File: config.mk
export PLATFORM = sky130hd
export DESIGN_NAME = fb_port_arbiter
export DESIGN_NICKNAME = d
export VERILOG_FILES = /design/src/rtl/fb_port_arbiter.sv
export SDC_FILE = /design/constraint.sdc
export NUM_CORES = 1
export LEC_CHECK = 0
export CAP_MARGIN = 20
export CORE_MARGIN = 10
export CORE_UTILIZATION = 50
export CTS_CLUSTER_DIAMETER = 200
export DETAILED_ROUTE_END_ITERATION = 16
export PLACE_DENSITY = 0.87
export SYNTH_ARGS = -nofsm -noshare
export SYNTH_HDL_FRONTEND = slang
export SYNTH_SLANG_ARGS = --single-unit
File: constraint.sdc
create_clock -name vga_clk -period 5.6 [get_ports vga_clk]
set_input_delay 1.12 -clock vga_clk [delete_from_list [all_inputs] [get_ports vga_clk]]
set_output_delay 1.12 -clock vga_clk [all_outputs]
set_load 0.005 [all_outputs]
File: src/rtl/fb_port_arbiter.sv
// Frame-buffer port arbiter: VGA reads take the single RAM port first, while
// buffered game writes and the full-frame clear use the remaining idle cycles.
module fb_port_arbiter #(
  parameter int FIFO_DEPTH = 4,
  parameter int H_PIX      = 640,
  parameter int V_PIX      = 480
) (
  input  logic        vga_clk,
  input  logic        rst,
  input  logic        vga_rdn,
  input  logic [8:0]  vga_row,
  input  logic [9:0]  vga_col,
  output logic [11:0] vga_data,
  input  logic        wr_req,
  input  logic [8:0]  wr_row,
  input  logic [9:0]  wr_col,
  input  logic [11:0] wr_data,
  output logic        wr_ack,
  output logic        wr_oob,
  input  logic        clear_req,
  input  logic [11:0] clear_color,
  output logic        clear_busy,
  output logic [2:0]  fifo_level,
  output logic [18:0] ram_addr,
  output logic        ram_we,
  output logic [11:0] ram_wdata,
  input  logic [11:0] ram_rdata
);

  localparam int          PW        = (FIFO_DEPTH > 1) ? $clog2(FIFO_DEPTH) : 1;
  localparam logic [2:0]  DEPTH_L   = 3'(FIFO_DEPTH);
  localparam logic [8:0]  ROW_LIM   = 9'(V_PIX);
  localparam logic [9:0]  COL_LIM   = 10'(H_PIX);
  localparam logic [18:0] LAST_ADDR = 19'(H_PIX * V_PIX - 1);

  typedef enum logic {
    ST_IDLE,
    ST_CLEAR
  } state_t;

  state_t      r_state;
  state_t      w_nextState;
  logic [18:0] r_clrAddr;
  logic [11:0] r_clrColor;
  logic        r_rdD;
  logic        r_oob;
  logic [2:0]  r_level;
  logic [PW-1:0] r_wrPtr;
  logic [PW-1:0] r_rdPtr;
  logic [18:0] r_fifoAddr [FIFO_DEPTH];
  logic [11:0] r_fifoData [FIFO_DEPTH];

  logic        w_full;
  logic        w_empty;
  logic        w_inRange;
  logic        w_push;
  logic        w_pop;
  logic        w_clrWrite;

  // row*640 built from two shifts so no multiplier is needed
  function automatic logic [18:0] linAddr(input logic [8:0] row, input logic [9:0] col);
    logic [18:0] rowWide;
    rowWide = {10'd0, row};
    return (rowWide << 9) + (rowWide << 7) + {9'd0, col};
  endfunction

  assign w_full    = (r_level == DEPTH_L);
  assign w_empty   = (r_level == 3'd0);
  assign w_inRange = (wr_row < ROW_LIM) && (wr_col < COL_LIM);
  assign wr_ack    = wr_req & ~w_full & ~rst;
  assign w_push    = wr_ack & w_inRange;

  assign wr_oob     = r_oob;
  assign clear_busy = (r_state == ST_CLEAR);
  assign fifo_level = r_level;
  assign vga_data   = r_rdD ? ram_rdata : 12'h000;

  always_comb begin
    ram_addr   = '0;
    ram_we     = 1'b0;
    ram_wdata  = '0;
    w_pop      = 1'b0;
    w_clrWrite = 1'b0;
    if (!vga_rdn) begin
      ram_addr = linAddr(vga_row, vga_col);
    end else if (r_state == ST_CLEAR) begin
      ram_addr   = r_clrAddr;
      ram_we     = 1'b1;
      ram_wdata  = r_clrColor;
      w_clrWrite = 1'b1;
    end else if (!w_empty) begin
      ram_addr  = r_fifoAddr[r_rdPtr];
      ram_we    = 1'b1;
      ram_wdata = r_fifoData[r_rdPtr];
      w_pop     = 1'b1;
    end
  end

  always_comb begin
    w_nextState = r_state;
    case (r_state)
      ST_IDLE:  if (clear_req) w_nextState = ST_CLEAR;
      ST_CLEAR: if (w_clrWrite && (r_clrAddr == LAST_ADDR)) w_nextState = ST_IDLE;
      default:  w_nextState = ST_IDLE;
    endcase
  end

  always_ff @(posedge vga_clk) begin
    if (rst) r_state <= ST_IDLE;
    else     r_state <= w_nextState;
  end

  // The clear walks a linear address, which matches row*640+col for H_PIX=640
  always_ff @(posedge vga_clk) begin
    if (rst) begin
      r_clrAddr  <= '0;
      r_clrColor <= '0;
    end else if ((r_state == ST_IDLE) && clear_req) begin
      r_clrAddr  <= '0;
      r_clrColor <= clear_color;
    end else if (w_clrWrite) begin
      r_clrAddr <= r_clrAddr + 19'd1;
    end
  end

  always_ff @(posedge vga_clk) begin
    if (rst) begin
      r_rdD   <= 1'b0;
      r_oob   <= 1'b0;
      r_level <= '0;
      r_wrPtr <= '0;
      r_rdPtr <= '0;
    end else begin
      r_rdD <= ~vga_rdn;
      r_oob <= wr_ack & ~w_inRange;
      if (w_push) r_wrPtr <= r_wrPtr + PW'(1);
      if (w_pop)  r_rdPtr <= r_rdPtr + PW'(1);
      case ({w_push, w_pop})
        2'b10:   r_level <= r_level + 3'd1;
        2'b01:   r_level <= r_level - 3'd1;
        default: r_level <= r_level;
      endcase
    end
  end

  always_ff @(posedge vga_clk) begin
    if (w_push) begin
      r_fifoAddr[r_wrPtr] <= linAddr(wr_row, wr_col);
      r_fifoData[r_wrPtr] <= wr_data;
    end
  end

endmodule

After elaboration in Yosys (flattened, before gate mapping). Memory sizes are Yosys's and may differ from the RTL's. A register that Yosys moved wholly into a read port is not among the register bits. Cells that the tools add are included.

Bits in registers: 41. Bits in writable memories: 124. Bits of input ports: 79. Output and inout bits: 50. Word-level logic and storage cells: 64. Memories: 2.

Add/sub/neg operators: 9. $lt $le $gt $ge: 2. Equal/unequal tests: 4. Muxes and demuxes: 24. Bitwise operators: 9. Reduce and logical (&&, ||, !) cells: 6.

Memory list: r_fifoAddr (depth 4, width 19, read ports 1, clocked after Yosys merged registers in 1, write ports 1, line 50) `logic [18:0] r_fifoAddr [FIFO_DEPTH];`; r_fifoData (depth 4, width 12, read ports 1, clocked after Yosys merged registers in 1, write ports 1, line 51) `logic [11:0] r_fifoData [FIFO_DEPTH];`.

Operators by type and width (count): $mux W19 (3); $mux W12 (4); $add A18 B16 Y19 (2); $add A19 B10 Y19 (2); $add A19 B1 Y19 const B (1); $eq A19 B19 Y1 const B (1); $mux W1 (11); $lt A10 B10 Y1 const B (1); $lt A9 B9 Y1 const B (1); $mux W2 (4); $pmux W3 S2 (1); $not A1 Y1 (5); $add A2 B1 Y2 const B (2); $and A1 B1 Y1 (4); $add A3 B1 Y3 const B (1); $eq A3 B3 Y1 const B (1); $logic_and A1 B1 Y1 (3); $logic_not A3 Y1 (1); $sub A3 B1 Y3 const B (1); $eq A2 B1 Y1 const B (1); $eq A2 B2 Y1 const B (1); $pmux W1 S2 (1); $reduce_bool A2 Y1 (1); $reduce_or A2 Y1 (1).

Logic depth before layout (Yosys ltp). Gate-level depths: netlist (run 1).

Depth in word-level cells: 7. Gate-level depth with buffers: 11. Mapped depth without buffers: 10.

Worst setup path after synthesis (run 1). No wires, ideal clock.

Path kind: input to output. Start point: in vga_row[0]. End point: out ram_addr[15]. Data arrival time: 3068 ps. Data required time: 4480 ps. Path slack: 1412 ps. Cell stages on the path: 9. Cells stage by stage: inv_1 fa_1 inv_1 ha_1 a211oi_1 nor2_1 o31a_1 nor4b_1 a311o_1.

Cells in the longest elaborated chain, start to end: 3.

Ends and longest elaborated chain: start: declaration (line 11) `input logic [8:0] vga_row,`; $add A18 B16 Y19 (line 64) `return (rowWide << 9) + (rowWide << 7) + {9'd0, col};`; $add A19 B10 Y19 (line 64); $mux W19 (line 84) `if (!vga_rdn) begin`; end: declaration (line 24) `output logic [18:0] ram_addr,`.

Every way passes these cells.

Worst setup path after layout (run 1).
Start point: in vga_row[0]. End point: out ram_addr[13].

The elaborated chain is that of the path after synthesis.

==> summary.txt, run 1 <==
Place
  – Placed Cells: around 910
  – DP Wirelength: between 10000 and 15000 um
  – DP Area: 9443 um^2
  – RePlAce Congestion: between 0.8 and 0.9
  – I/O Buffers: 128
  – Pre-CTS WS: ~0.20 ns

STA
  – Final hold violations: 0
  – Worst Skew: 0.009864 ns
  – Max_slew headroom: 0.3531
  – Final min period: ~5.4 ns
  – Setup TNS: 0 ns
  – Final hold slack: approximately 0.46 ns
  – Max Fclk: 185.5 MHz
  – RSZ-0062 raised after global routing: false
  – Final Cycle Share: 0.9628
  – Endpoints failing setup: 0
  – Post-route setup slack: between 0.2 and 0.25 ns
  – Least-Margin Pin Slew: about 0.97 ns
  – Slew Limit Fails: 0

Flow run
  – Max cap viols: 0

Logic synthesis
  – Mapped Area: 7914 um^2
  – Post-Synth Adder-Cell Area: 0.07589
  – Cell variety after synth: 54
  – Area leader, netlist: edfxtp_1
  – Post-synth EDFFs: about 120
  – Most numerous cell in the Yosys netlist: edfxtp_1
  – Post-synthesis async set-or-reset flop share: 0
  – Largest family of logic cells by synthesized area: simple AND/OR/NAND/NOR gates
  – Synth area leaders: edfxtp_1 47%, dfxtp_1 11%, mux4_2 8.8%, ha_1 6.3%, xnor2_1 2.0%
  – Most used flip-flop cell after synthesis: edfxtp_1
  – Share of the yosys chip area belonging to registers: 0.5793
  – Top cell type's share of synthesized area: 0.4705
  – Post-synthesis compound-gate area fraction: 0.09202
  – Synth Area in XOR/XNOR: 0.03542
  – Mux cell area share after synthesis: 0.09202
  – Post-synth top cells: 124 x edfxtp_1, 43 x dfxtp_1, 41 x nand2_1
  – Yosys reg bits: roughly 170
  – Synthesized Nets: a little over 700
  – Synth Area per Inst: around 14 um^2
  – Syn Inst Count: a little under 600
  – Syn. warnings: 0
  – Simple-Gate Fraction of Synth Area: 0.09960

Finish
  – Finished Core Util: 0.6530
  – Post-route cell area: between 10000 and 15000 um^2
  – # diodes: 0
  – Final Non-Filler Cells: about 940
  – Share of cells above drive strength 1: 0.1087
  – Area Overhead vs Synth: 26.83%
  – Fin nets: around 840

Detailed routing
  – Avg WL per Cell: approximately 20 um
  – Vias after detailed routing: between 5000 and 6000
  – Drt first-iter violations: roughly 470
  – Post-route ant nets: 0
  – Vias per cell: about 5.7
  – DRT Pass-1 Iters: 5
  – Drt drc: 0
  – Wirelength, routed: 18910 um

Clock network
  – Inserted Clock Buffers: 17
  – CTS Sinks: around 170
  – Clock Pin Slew Worst Setup and Hold Paths: approximately 0.07 ns
  – Clock Path Buffers: 2
  – Later-pin clock latency in the skew report: 0.42 ns
  – Clock tree from TritonCTS: done
  – H-tree Lvls: 4
  – Hold_buf cts: 0
  – CTS Root Cell: clkbuf_16

Die
  – Die area: between 20000 and 25000 um^2
  – Rows: 45
  – Core area: roughly 15000 um^2
  – I/O pins: ~130
  – Die width: approximately 150 um
  – Die height: about 150 um
  – Starting Density: 0.5149

Hold path
  – HP Start: r_clrColor[5]$_SDFFE_PP0P_
  – Worst Hold Class: flop to flop
  – Worst min-delay path endpoint: r_clrColor[5]$_SDFFE_PP0P_
  – Worst Hold Depth: 2

Setup path
  – Crit Reg-Reg Startpoint: fifo_level[0]$_SDFFE_PP0P_
  – Crit path max fanout: 4
  – Family with the most delay on the worst path: buffers and inverters
  – Setup crit start kind: primary input
  – Crit path largest cell delay: 0.54 ns
  – Buf+Inv Stages, Crit Path: 4
  – CP required: between 4 and 5 ns
  – Slowest-stage cell, CP: clkdlybuf4s50_1
  – CP Capture Type: output port
  – R2r setup slk: 2.59 ns
  – Setup CP Type: primary input to output port
  – Reg2reg end: r_fifoAddr[3][4]$_DFFE_PP_
  – Crit-path cells: clkdlybuf4s50_1, inv_1, fa_1, inv_1, ha_1, a211oi_1, nor2_1, o31a_1, a211oi_2, a221o_1, clkdlybuf4s50_1
  – Worst Reg-to-Reg Cells: 5
  – Arrival time worst endpoint: about 4.3 ns

Power and ir drop
  – Pwr/cell area: between 200 and 300 nW/um^2
  – Static Leak: about 3.5 nW
  – Pwr Total: around 3 mW
  – Max IR drop VDD: roughly 0.25 mV

GRT
  – Global-route usage over all layers: 0.1777
  – First-pass GRT wire length: a little over 30000 um
  – Vias in the first global route: between 5000 and 6000
  – Total grt overflow: 0
  – Antenna violations before repair: 0
  – Maximum number of pins on one net before global-route repair: 28

Status
  – Status: finished, final reports clean
## logic make-up after synthesis
family,Yosys count
AOI/OAI and AO/OA,103
xor gates and xnor gates,32
adders and majority gates,45
buffers and inverters,49
DFF,167
muxes,34
and+or+nand+nor,153
## sequential cells by signal (all words and copies together), names as in the netlist, named ones only
signal	count
clear_busy	1
r_fifoAddr	76
fifo_level	3
r_clrColor	12
r_rdPtr	2
wr_oob	1
r_wrPtr	2
r_fifoData	48
r_clrAddr	19
r_rdD	1
## power breakdown
| part | switching [mW] | leakage (nW) | internal, mW | total [mW] |
|---|---|---|---|---|
| clock network | 0.505 | 0.290 | 0.632 | 1.14 |
| registers | 0.0249 | 1.47 | 1.38 | 1.40 |
| logic | 0.220 | 1.75 | 0.244 | 0.464 |
## timing repair
item / in CTS / in global routing
gates resized for setup: 0 / 2
setup buffers: 0 / 0
setup endpoints to repair: 0 / 2
## placed cells by master, fill, tap and decap left out, drive strengths merged, types with 6 or more instances in the layout
cell type	count
a211oi	7
a21o	9
a21oi	24
a221o	10
a22o	12
and2	19
buf	10
clkbuf	17
clkdlybuf4s50	128
dfxtp	43
edfxtp	124
ha	40
inv	32
mux4	31
nand2	41
nand2b	6
nand3	10
nor2	35
nor2b	12
o21ai	16
xnor2	18
xor2	14
## routing by layer
layer / global-route usage / vias up / share of wire
met4: 0.06421 / 0 / 0.020
met5: 0 / - / 0
met1: 0.2257 / 2619 / 0.42
li1: - / 2479 / -
met3: 0.04564 / 30 / 0.072
met2: 0.2871 / 244 / 0.49
## layout make-up
cell class / instances / area (um^2)
sequential: 167 / 4586
inverter: 23 / 86.33
tap: 211 / 264.0
clock inverter: 15 / 158.9
fill: 1051 / 5334
clock buffer: 17 / 425.4
multi-input combinational: 367 / 3136
timing repair buffer: 138 / 1381
## worst reg2reg max path, stage by stage (launching register included)
cell and delay, ns:
dfxtp_1 0.40, inv_1 0.10, a311oi_1 0.75, and3_1 0.48
and2_1 0.51, buf_4 0.42
## worst max path at each step
stage	cells past startpoint	start	slack, ns	to
2_1_floorplan	9	vga_row[0]	1.41	ram_addr[15]
3_3_place_gp	11	vga_row[0]	0.21	ram_addr[13]
3_5_place_dp	11	vga_row[0]	0.20	ram_addr[13]
4_1_cts	11	vga_row[0]	0.15	ram_addr[13]
5_1_grt	11	vga_row[0]	0.01	ram_addr[15]
6_report	11	vga_row[0]	0.21	ram_addr[13]
Power figures use the tool's default switching activity.
==> run 2: changes to the inputs <==
CORE_UTILIZATION = 49   (was 50)
PLACE_DENSITY = 0.89   (was 0.87)
clock period = 4.6 ns   (was 5.6 ns; I/O delays follow)
==> summary.txt, run 2 (synthesized netlist as in run 1, its figures left out) <==
Die
  – I/O pins: approximately 130
  – Die height: approximately 150 um
  – Die area: 21630 um^2
  – Die width: ~150 um
  – Starting Density: 0.4982
  – Rows: 46
  – Core area: 15890 um^2

Detailed routing
  – Vias after detailed routing: around 5500
  – Post-route ant nets: 0
  – Drt drc: 0
  – Drt first-iter violations: 494
  – Wirelength, routed: around 20000 um
  – DRT Pass-1 Iters: 5
  – Avg WL per Cell: 20.74 um
  – Vias per cell: 5.711

Finish
  – Share of cells above drive strength 1: 0.1436
  – Filler Cell Count: about 1100
  – Area Overhead vs Synth: 28.30%
  – Most flops, register: r_fifoAddr
  – Commonest cells after routing, fill and taps aside: 124 x edfxtp_1, 121 x clkdlybuf4s50_1, 42 x dfxtp_1
  – Fin nets: approximately 860
  – Max reg flops: between 70 and 80
  – # diodes: 0
  – Commonest non-fill, non-tap cell in the layout: edfxtp_1
  – Top flop regs: r_fifoAddr (76), r_fifoData (48), r_clrAddr (19)

Setup path
  – Arrival time worst endpoint: ~3.7 ns
  – CP required: 3.68 ns
  – CP Capture Type: output port
  – Crit path max fanout: 2
  – Setup crit start kind: primary input
  – Setup CP Type: primary input to output port

Power and ir drop
  – Max IR drop VDD: about 0.32 mV
  – Pwr/cell area: roughly 350 nW/um^2
  – Static Leak: 3.599 nW
  – Pwr Total: about 3.6 mW

STA
  – Final Cycle Share: 0.9945
  – Endpoints failing setup: 0
  – Final min period: about 4.6 ns
  – Max_slew headroom: 0.4328
  – RSZ-0062 raised after global routing: true
  – Least-Margin Pin Slew: between 0.8 and 0.9 ns
  – Slew Limit Fails: 0
  – Setup TNS: 0 ns
  – Max Fclk: around 220 MHz
  – Worst Skew: ~0.009 ns
  – Post-route setup slack: approximately 0.025 ns
  – Final hold violations: 0

Hold path
  – Worst Hold Class: flop to flop

Clock network
  – Hold_buf cts: 0
  – H-tree Lvls: 4
  – CTS Root Cell: clkbuf_16
  – CTS Sinks: 167
  – Clock Pin Slew Worst Setup and Hold Paths: ~0.060 ns
  – Later-pin clock latency in the skew report: roughly 0.42 ns
  – Clock Path Buffers: 2
  – Clock tree from TritonCTS: done
  – Inserted Clock Buffers: 17

Place
  – Pre-CTS WS: -0.4325 ns
  – DP Wirelength: ~14000 um
  – RePlAce Congestion: a little under 0.9
  – I/O Buffers: around 130

GRT
  – Global-route usage over all layers: 0.1828
  – Vias in the first global route: 5813
  – Antenna violations before repair: 0
  – Maximum number of pins on one net before global-route repair: 35
  – Total grt overflow: 0
  – First-pass GRT wire length: roughly 32000 um

Flow run
  – Max cap viols: 0

Status
  – Status: finished, final reports clean
run 2: worst paths after layout:
| kind | from | to | slack [ns] | cells after the start |
|---|---|---|---|---|
| worst max-delay path | vga_row[2] | ram_addr[14] | 0.03 | 11 |
| worst max register to register | fifo_level[0]$_SDFFE_PP0P_ | fifo_level[2]$_SDFFE_PP0P_ | 1.94 | 11 |
| worst min register to register | r_clrColor[3]$_SDFFE_PP0P_ | r_clrColor[3]$_SDFFE_PP0P_ | 0.47 | 2 |
| worst min-delay path | r_clrColor[3]$_SDFFE_PP0P_ | r_clrColor[3]$_SDFFE_PP0P_ | 0.47 | 2 |
run 2: worst max-delay path, cell delays in order:
cell             delay (ns)
clkdlybuf4s50_1        0.48
inv_1                  0.06
fa_1                   0.52
inv_2                  0.06
fa_2                   0.38
a211oi_4               0.30
buf_4                  0.15
o21bai_1               0.08
o311a_1                0.34
o21ai_2                0.13
clkdlybuf4s15_2        0.22
run 2: power by group:
group | total (mW) | switching (mW) | internal [mW]
Sequential | 1.71 | 0.0300 | 1.68
Combinational | 0.597 | 0.285 | 0.312
Clock | 1.27 | 0.574 | 0.693
run 2: area by class of cell:
cell class / instances / area (um^2) / share of cell area
clock buffers: 18 / 429.2 / 0.04227
well taps: 216 / 270.3 / 0.02662
multi-input cells: 367 / 3199 / 0.3151
inverters: 23 / 86.33 / 0.008503
clock inverters: 14 / 102.6 / 0.01010
flip-flops and latches: 167 / 4586 / 0.4516
repair buffers: 156 / 1480 / 0.1458
run 2: per-stage QoR:
step                      cell area [um^2]  hold WS, ns    util  std cells
final                                10150       0.4727  0.6392        961
after global routing                 10150       0.4978  0.6392        961
after CTS                            10140       0.4731  0.6381        961
after detailed placement              9537       0.4550  0.6003        926
after global placement                9537       0.4448  0.6003        926
after floorplan                       7914       0.4366       -        583
run 2: repair_timing:
item | 4_1_cts | 5_1_grt
gates cloned | 0 | 0
buffers inserted | 3 | 0
pin swaps | 8 | 5
endpoints found under the setup margin | 7 | 5
gates resized for setup | 23 | 7
run 2: layer usage:
metal / GRT usage / routed length, um / share of wire / up-vias
li1: - / - / - / 2513
met4: 0.05055 / 264 / 0.013 / 0
met2: 0.3161 / 10180 / 0.51 / 247
met5: 0 / 0 / 0 / -
met3: 0.03993 / 1330 / 0.067 / 24
met1: 0.2254 / 8154 / 0.41 / 2704
==> patch: new RTL, config.mk and constraints of run 2 <==
`FIFO_DEPTH`: 4 -> 8.
--- a/src/rtl/fb_port_arbiter.sv
+++ b/src/rtl/fb_port_arbiter.sv
@@ -1,7 +1,7 @@
 // Frame-buffer port arbiter: VGA reads take the single RAM port first, while
 // buffered game writes and the full-frame clear use the remaining idle cycles.
 module fb_port_arbiter #(
-  parameter int FIFO_DEPTH = 4,
+  parameter int FIFO_DEPTH = 8,
   parameter int H_PIX      = 640,
   parameter int V_PIX      = 480
 ) (
Formal check against the unedited RTL: not equivalent (Yosys sat finds a counterexample within 4 cycles, from zero or initial values and one cycle with rst high).
==> patch against run 2 <==
Clock power rose by 80%. Count of clock-buffer cells in the layout rose by 17. Synthesized cell count rose by 39%. Sequential cell count rose by 127. Setup slack improved by 0.10 ns. Power rose by 59%. Wire length rose by 56%. Critical path depth rose by 2. First-iteration DRC count rose by 68%. Cell area rose by 53%. Synthesized area rose by 61%. Largest power group unchanged. Highest routed layer is now met5.
==> patch: results (changes against run 2) <==
logic_synthesis:
  synth_area_leaders: "edfxtp_1 58%, mux4_2 11%, dfxtp_1 7.2%"  # was edfxtp_1 47%, dfxtp_1 11%, mux4_2 8.8%
  synthDistinctLibCells: 55  # was 54
  yosys-top-cells-count: "248 x edfxtp_1, 62 x mux4_2, 61 x nand2_1"  # was 124 x edfxtp_1, 43 x dfxtp_1, 41 x nand2_1
  syn_inst: 813  # was 583
  yosysSeqAreaShare_pct: 65.5  # was 57.9%
  synth-edff-count: 248  # was 124
  synth_nets: 935  # was 707
setup_path:
  arrival_ns: 3.55  # was 3.65 ns
  path_delay_family: "buffers and inverters"  # unchanged
place:
  post-dp-hpwl_um: 19600  # was 13,700 um
  portBuffers: 128  # unchanged
  place_congestion: 0.857  # was 0.885
  placed_area_mm2: 0.0146  # was 0.00954 mm2
  pre_cts_slack_ns: -0.370  # was -0.432 ns
layout:
  final_nets: 1086  # was 856
  drive_gt1_share_pct: 16.2  # was 14.4%
  fill_cells: 1812  # was 1,129
  top_regs: "r_fifoAddr: 152 flops, r_fifoData: 96 flops, r_clrAddr: 19 flops"  # was r_fifoAddr: 76 flops, r_fifoData: 48 flops, r_clrAddr: 19 flops
  register_area_mm2: 0.00837  # was 0.00459 mm2
  final_cell_count_no_fill: 1318  # was 961
global_routing:
  grt_pass1_vias: 8030  # was 5,813
  grt_use_met2_pct: 31.2  # was 31.6%
  use_met3_pct: 4.45  # was 3.99%
  grt_max_degree: 43  # was 35
  grt_usage_pct: 18.4  # was 18.3%
  antenna_found_initial: 1  # was 0
  grt_pass1_wl_um: 47500  # was 31,600 um
  met1_usage_pct: 22.6  # was 22.5%
clock_network:
  cts_buffers: 27  # was 17
  postCtsSetupBuffers: 1  # was 3
  clock_latency_ns: 0.53  # was 0.42 ns
  ctsResizeCount: 11  # was 23
  htree_levels: 1  # was 4
  cts_buffer_depth: 3  # was 2
pwr:
  leakagePower_nw: 5.12  # was 3.60 nW
  irDropWorstVdd_mv: 0.235  # was 0.317 mV
route:
  top_layer_used: "met5"  # was met4
  wl_per_cell_um: 23.5  # was 20.7 um
  met2_wirelength_um: 15400  # was 10,200 um
  vias: 7802  # was 5,488
  met3_length_um: 2820  # was 1330 um
  first_pass_iters: 6  # was 5
  wl_met1_um: 11900  # was 8150 um
run_status:
  outcome: "finished clean"  # unchanged
timing:
  setup_ws_ns: 0.130  # was 0.0255 ns
  fin_worst_skew_ns: 0.0175  # was 0.00882 ns
patch: cell types whose count changed after synthesis, sizes merged, moves of 10 or more:
cell and change:
edfxtp +124, mux4 +31, mux2i +26, nand2 +21, a22o -11, nand3 +11
o221ai +11, a221o -10, nor2 +10, o21ai +10
patch: final cells by class:
| cell class | instances | share of cell area (%) |
|---|---|---|
| multi-input combinational | 455 | 26.9 |
| sequential | 294 | 54.1 |
| timing repair buffer | 159 | 9.85 |
| inverter | 27 | 0.654 |
| clock inverter | 13 | 1.24 |
| clock buffer | 35 | 4.56 |
| tap | 335 | 2.71 |
patch: worst min-delay path: stages (launching register included):
cell and delay [ns]:
dfxtp_1 0.31, nand2_1 0.05, a21oi_1 0.05
patch: cells by family (layout without fill, tap and decap cells):
kind of cell,after synthesis,after routing,synth area share (%)
AO/OA/AOI/OAI,98,98,4.79
XOR/XNOR,32,32,2.20
flip-flops,294,294,65.5
multiplexers,94,94,13.5
adder cells (fa/ha/maj),43,43,4.51
buffers and inverters,64,234,2.19
AND/OR/NAND/NOR,188,188,7.29
patch: worst paths after layout:
| check | cells after the start | startpoint | endpoint | slack [ns] |
|---|---|---|---|---|
| worst max-delay path | 13 | vga_col[9] | ram_addr[17] | 0.13 |
| worst min-delay path | 2 | r_clrColor[0]$_SDFFE_PP0P_ | r_clrColor[0]$_SDFFE_PP0P_ | 0.46 |
| worst max register to register | 8 | clear_busy$_SDFF_PP0_ | fifo_level[2]$_SDFFE_PP0P_ | 2.08 |
| worst min register to register | 2 | r_clrColor[0]$_SDFFE_PP0P_ | r_clrColor[0]$_SDFFE_PP0P_ | 0.46 |
patch: report_power, final:
part           switching, mW  internal [mW]
clock                  0.932           1.36
combinational          0.231          0.196
sequential           0.00842           2.94
total                   1.17           4.49
